[config.mk]
export PLATFORM = sky130hd
export DESIGN_NAME = mem_system_ctrl
export DESIGN_NICKNAME = d
export VERILOG_FILES = /design/src/rtl/mem_system_ctrl.sv
export SDC_FILE = /design/constraint.sdc
export NUM_CORES = 2
export LEC_CHECK = 0
export ABC_AREA = 1
export CAP_MARGIN = 5
export CORE_MARGIN = 2
export CORE_UTILIZATION = 40
export DETAILED_ROUTE_END_ITERATION = 8
export PLACE_DENSITY = 0.67
export SLEW_MARGIN = 25
export SYNTH_ARGS = -nofsm -noshare
export SYNTH_HDL_FRONTEND = slang
export SYNTH_SLANG_ARGS = --single-unit
[constraint.sdc]
create_clock -name clk -period 4.5 [get_ports clk]
set_input_delay 0.9 -clock clk [delete_from_list [all_inputs] [get_ports clk]]
set_output_delay 0.9 -clock clk [all_outputs]
set_load 0.01 [all_outputs]
[src/rtl/mem_system_ctrl.sv]
// rtl/mem_system_ctrl.sv - ROM/RAM memory controller with wait states, byte lanes and faults
// One request at a time: IDLE -> [WAIT] -> ACCESS -> RESP, or IDLE -> RESP on a fault.
module mem_system_ctrl #(
  parameter int          DATA_WIDTH = 32,
  parameter int          ROM_DEPTH  = 64,
  parameter int          RAM_DEPTH  = 64,
  parameter logic [31:0] TEXT_BASE  = 32'h0040_0000,
  parameter logic [31:0] DATA_BASE  = 32'h1001_0000,
  parameter int          ROM_WAIT   = 0,
  parameter int          RAM_WAIT   = 1,
  parameter string       ROM_FILE   = "text.dat"
) (
  input  logic                  clk,
  input  logic                  reset,
  input  logic                  req_i,
  input  logic                  we_i,
  input  logic [1:0]            size_i,
  input  logic                  sext_i,
  input  logic [DATA_WIDTH-1:0] addr_i,
  input  logic [DATA_WIDTH-1:0] wdata_i,
  output logic                  busy_o,
  output logic                  valid_o,
  output logic [DATA_WIDTH-1:0] rdata_o,
  output logic [1:0]            fault_o
);

  localparam logic [1:0] S_IDLE   = 2'd0;
  localparam logic [1:0] S_WAIT   = 2'd1;
  localparam logic [1:0] S_ACCESS = 2'd2;
  localparam logic [1:0] S_RESP   = 2'd3;

  localparam int RAM_AW = (RAM_DEPTH > 1) ? $clog2(RAM_DEPTH) : 1;
  localparam int ROM_AW = (ROM_DEPTH > 1) ? $clog2(ROM_DEPTH) : 1;
  localparam int IDX_W  = (RAM_AW > ROM_AW) ? RAM_AW : ROM_AW;

  localparam logic [31:0] RAM_BYTES = 32'(4 * RAM_DEPTH);
  localparam logic [31:0] ROM_BYTES = 32'(4 * ROM_DEPTH);

  localparam logic [1:0] F_OK       = 2'b00;
  localparam logic [1:0] F_MISALIGN = 2'b01;
  localparam logic [1:0] F_UNMAPPED = 2'b10;
  localparam logic [1:0] F_ROMSTORE = 2'b11;

  // Built-in program image standing in for the text file; a blank name gives an all-zero ROM.
  function automatic logic [31:0] rom_word(input logic [31:0] idx);
    if (ROM_FILE == "") rom_word = 32'h0;
    else                rom_word = 32'h2008_0000 + (idx << 16) + (idx << 2) + 32'd1;
  endfunction

  logic [1:0]       r_state;
  logic [3:0]       r_cnt;
  logic             r_we;
  logic [1:0]       r_size;
  logic             r_sext;
  logic [1:0]       r_lane;
  logic             r_is_ram;
  logic [IDX_W-1:0] r_index;
  logic [31:0]      r_wdata;
  logic [31:0]      r_rdata;
  logic [1:0]       r_fault;
  logic [31:0]      r_ram [RAM_DEPTH];

  logic [31:0]      w_ram_off;
  logic [31:0]      w_rom_off;
  logic             w_ram_hit;
  logic             w_rom_hit;
  logic             w_misalign;
  logic [1:0]       w_fault;
  logic [IDX_W-1:0] w_index;
  logic [3:0]       w_wait;

  assign w_ram_off  = addr_i - DATA_BASE;
  assign w_rom_off  = addr_i - TEXT_BASE;
  assign w_ram_hit  = (addr_i >= DATA_BASE) && (w_ram_off < RAM_BYTES);
  assign w_rom_hit  = (addr_i >= TEXT_BASE) && (w_rom_off < ROM_BYTES);
  assign w_misalign = ((size_i == 2'b01) && addr_i[0]) || (size_i[1] && (addr_i[1:0] != 2'b00));
  assign w_index    = w_ram_hit ? w_ram_off[IDX_W+1:2] : w_rom_off[IDX_W+1:2];
  assign w_wait     = w_ram_hit ? 4'(RAM_WAIT) : 4'(ROM_WAIT);

  always_comb begin
    w_fault = F_OK;
    if (w_misalign)                   w_fault = F_MISALIGN;
    else if (!w_ram_hit && !w_rom_hit) w_fault = F_UNMAPPED;
    else if (w_rom_hit && we_i)       w_fault = F_ROMSTORE;
  end

  logic [31:0] w_word;
  logic [7:0]  w_byte;
  logic [15:0] w_half;
  logic [31:0] w_load;
  logic [3:0]  w_be;
  logic [31:0] w_wd;

  always_comb begin
    w_word = r_is_ram ? r_ram[r_index[RAM_AW-1:0]] : rom_word(32'(r_index));
    w_byte = w_word[{r_lane, 3'b000} +: 8];
    w_half = r_lane[1] ? w_word[31:16] : w_word[15:0];
    case (r_size)
      2'b00:   w_load = {{24{r_sext & w_byte[7]}}, w_byte};
      2'b01:   w_load = {{16{r_sext & w_half[15]}}, w_half};
      default: w_load = w_word;
    endcase
  end

  // Narrow stores replicate the data across lanes; the byte enables pick the target lanes.
  always_comb begin
    case (r_size)
      2'b00: begin
        w_be = 4'b0001 << r_lane;
        w_wd = {4{r_wdata[7:0]}};
      end
      2'b01: begin
        w_be = r_lane[1] ? 4'b1100 : 4'b0011;
        w_wd = {2{r_wdata[15:0]}};
      end
      default: begin
        w_be = 4'b1111;
        w_wd = r_wdata;
      end
    endcase
  end

  always_ff @(posedge clk) begin
    if (!reset) begin
      r_state  <= S_IDLE;
      r_cnt    <= 4'd0;
      r_we     <= 1'b0;
      r_size   <= 2'b00;
      r_sext   <= 1'b0;
      r_lane   <= 2'b00;
      r_is_ram <= 1'b0;
      r_index  <= '0;
      r_wdata  <= 32'h0;
      r_rdata  <= 32'h0;
      r_fault  <= F_OK;
    end else begin
      case (r_state)
        S_IDLE: begin
          if (req_i) begin
            r_we     <= we_i;
            r_size   <= size_i;
            r_sext   <= sext_i;
            r_lane   <= addr_i[1:0];
            r_is_ram <= w_ram_hit;
            r_index  <= w_index;
            r_wdata  <= wdata_i;
            if (w_fault != F_OK) begin
              r_rdata <= 32'h0;
              r_fault <= w_fault;
              r_state <= S_RESP;
            end else if (w_wait == 4'd0) begin
              r_state <= S_ACCESS;
            end else begin
              r_cnt   <= w_wait;
              r_state <= S_WAIT;
            end
          end
        end
        S_WAIT: begin
          r_cnt <= r_cnt - 4'd1;
          if (r_cnt == 4'd1) r_state <= S_ACCESS;
        end
        S_ACCESS: begin
          r_rdata <= r_we ? 32'h0 : w_load;
          r_fault <= F_OK;
          r_state <= S_RESP;
        end
        default: r_state <= S_IDLE;
      endcase
    end
  end

  // RAM has no reset; a store lands only on a non-reset edge leaving ACCESS.
  always_ff @(posedge clk) begin
    if (reset && (r_state == S_ACCESS) && r_we && r_is_ram) begin
      for (int b = 0; b < 4; b++) begin
        if (w_be[b]) r_ram[r_index[RAM_AW-1:0]][8*b +: 8] <= w_wd[8*b +: 8];
      end
    end
  end

  assign busy_o  = (r_state != S_IDLE);
  assign valid_o = (r_state == S_RESP);
  assign rdata_o = r_rdata;
  assign fault_o = r_fault;

endmodule

==> impl_metrics.yaml <==
clock_network:
  cts-root-buf: "clkbuf_16"
  clockBufferDepth: 3
  cts_hold_buf: 0
  post-cts-setup-buffer-count: 0
  clkSinkCount: 2139
  clk_pin_slew_worst_paths_ns: 0.06
  cts_resized: 0
  htreeDepth: 4
  clock_latency_ns: 0.87
  cts_tree: "yes"
  numCtsBuffers: 206
synthesis:
  synth_compound_area_frac: 0.0352
  seq_area_frac_synth: 0.718
  synth-simple-area-share: 0.207
  synth_edf_count: 2048
  synth_top_family_by_area: "simple AND/OR/NAND/NOR gates"
  netlist_instances: 7592
  netlist-cell-type-count: 44
  yosys.area_share.adder: 0.00113
  syn_nets: 7671
  synth_xor_area_frac: 0.0000992
  ys_seq_elements: 2139
  yosys_warnings: 0
  syn_area_per_cell_um2: 11.6
  synthMuxAreaShare: 0
  synth-async-reset-ratio: 0
  synth_ff_type: "edfxtp_1"
  netlist_area_um2: 88200
global_routing:
  grt_max_degree: 197
  antenna_found_initial: 14
  grt_pass1_vias: 57356
  grt_pass1_wl_um: 373000
  grtUsageTotal: 0.223
  grt-ovfl-total: 0
floorplan:
  dieArea_um2: 224000
  die-height_um: 474
  pin_count: 107
  initial_core_util: 0.402
  die_x_um: 474
  rows: 172
  placeableCoreArea_um2: 220000
worst_setup_path:
  cp.required_ns: 5.24
  critPathCaptureType: "register"
  reg2reg_setup_slack_ns: 0.81
  cp-start-kind: "register"
  crit_arrival_ns: 4.43
  cp_max_fo: 171
  critPathKind: "register to register"
route:
  viasPerCell: 5.65
  routed-via-count: 60445
  drt_iter0_drc: 8649
  first_pass_iters: 9
  routedWlPerCell_um: 23.9
  wl_um: 256000
  route.antenna.remaining_nets: 0
  drc: 0
placement:
  io_buffers: 106
  dpl_worst_slack_ns: 0.747
  gp_congestion: 0.943
  dp_hpwl_um: 151000
hold_path:
  hold_path_class: "register to register"
power:
  p_clk_frac: 0.310
  peakVddDrop_mv: 0.474
  intPower_mw: 35.8
  seqPwrFrac: 0.449
  netSwitchingFraction: 0.329
  p_sw_mw: 17.5
  power.density_nw_per_um2: 540
  p_leak_nw: 33.9
  power_frac_comb: 0.240
timing:
  setup_tns_ns: 0
  period_needed_ns: 3.69
  finalSetupViolCount: 0
  relSlewSlack: 0.260
  worstMarginPinSlew_ns: 1.11
  drv_slew: 0
  hold_viol: 0
  skew_ns: 0.0558
  grt_setup_unrepaired: "false"
  period_share: 0.820
  fmax_mhz: 271
  setup_ws_ns: 0.810
finish:
  final_util: 0.450
  area_growth_pct: 11.9
  fin_nets: 7719
  layout-drive-gt1-share: 0.0735
  mostFrequentLayoutCell: "nand2_1"
  layout_common_cells: "nand2_1, edfxtp_1, nand3_1"
flow_run:
  drv_cap: 0
status:
  status: "finished clean"
## cell families (layout without fill, tap and decap cells)
group                      after synthesis  in the layout
other                                    0             13
DFF                                   2139           2139
buffers and inverters                  581            795
AOI/OAI and AO/OA                      568            568
and+or+nand+nor                       4295           4295
adders and majority gates                8              8
xor gates and xnor gates                 1              1
## Yosys cell counts (51+ instances only)
| cell type | count | area [um2] |
|---|---|---|
| clkbuf_1 | 74 | 278 |
| inv_1 | 63 | 236 |
| nor2_1 | 600 | 2250 |
| o22ai_1 | 109 | 682 |
| o21ai_0 | 315 | 1580 |
| dfxtp_1 | 91 | 1820 |
| nand3_1 | 1576 | 7890 |
| nand2_1 | 2060 | 7730 |
| buf_6 | 51 | 574 |
| buf_2 | 181 | 906 |
| buf_4 | 140 | 1050 |
| buf_1 | 56 | 210 |
| edfxtp_1 | 2048 | 61500 |
| a21oi_1 | 82 | 410 |
## worst paths after layout
check / start / to / cells past startpoint
hold reg to reg: rdata_o[31] / rdata_o[31] / 2
hold / removal: rdata_o[31] / rdata_o[31] / 2
setup reg to reg: register / rdata_o[17] / 16
setup / recovery: register / rdata_o[17] / 16
## sequential cells by signal, indices dropped and copies added (netlist names), named ones only
name and flops:
rdata_o 32, r_sext 1, r_index 6, r_state 2, r_wdata 32, r_is_ram 1, r_cnt 4, r_ram 2048
r_size 2, fault_o 2, r_we 1, r_lane 2
## stage by stage
| step | power [mW] | instances | cell area (um2) | hold slack, ns |
|---|---|---|---|---|
| after CTS | 53.2 | 10677 | 98700 | 0.473 |
| after global routing | 55.1 | 10683 | 98700 | 0.493 |
| after detailed placement | 36.9 | 10303 | 92300 | 0.465 |
| after global placement | 36.6 | 10300 | 92300 | 0.460 |
| after floorplan | 32.2 | 7592 | 88200 | 0.445 |
| final | 53.4 | 10690 | 98700 | 0.471 |
## power groups by stage
stage / combinational, mW / clock (mW) / sequential, mW
floorplan: 7.77 / 0 / 24.5
global placement: 12.3 / 0 / 24.4
detailed placement: 12.5 / 0 / 24.4
CTS: 12.6 / 16.7 / 24.0
global route: 13.7 / 17.4 / 24.0
finish: 12.8 / 16.6 / 24.0
## worst max-delay path, stage by stage, from the launching register on
cell and delay (ns):
dfxtp_4 0.57, clkinv_16 0.40, buf_4 0.43, nand2_1 0.09, nand3_1 0.07, nand3_1 0.16, nand3_1 0.08, nand3_1 0.18
nand3_1 0.23, nand3_1 0.32, nand2_1 0.09, nor2_1 0.20, nor2_4 0.06, nand3_4 0.12, nand2_4 0.17, nand3_1 0.13
a21oi_1 0.07
## layout make-up
type	instances	area, um2
Antenna cell	13	32.5
Clock buffer	264	5440
Clock inverter	110	936
Fill cell	19563	121000
Inverter	69	312
Multi-Input combinational cell	4872	21600
Sequential cell	2139	63300
Tap cell	2871	3590
Timing Repair Buffer	352	3470
## metal layers
layer  vias to the layer above  part of all wire  track usage
met3                       560              0.10       0.0526
met2                      3292              0.45        0.340
met4                        10             0.055        0.120
li1                      27042                 -            -
met5                         -           0.00025            0
met1                     29541              0.39        0.294
(Power assumes the default switching activity.)
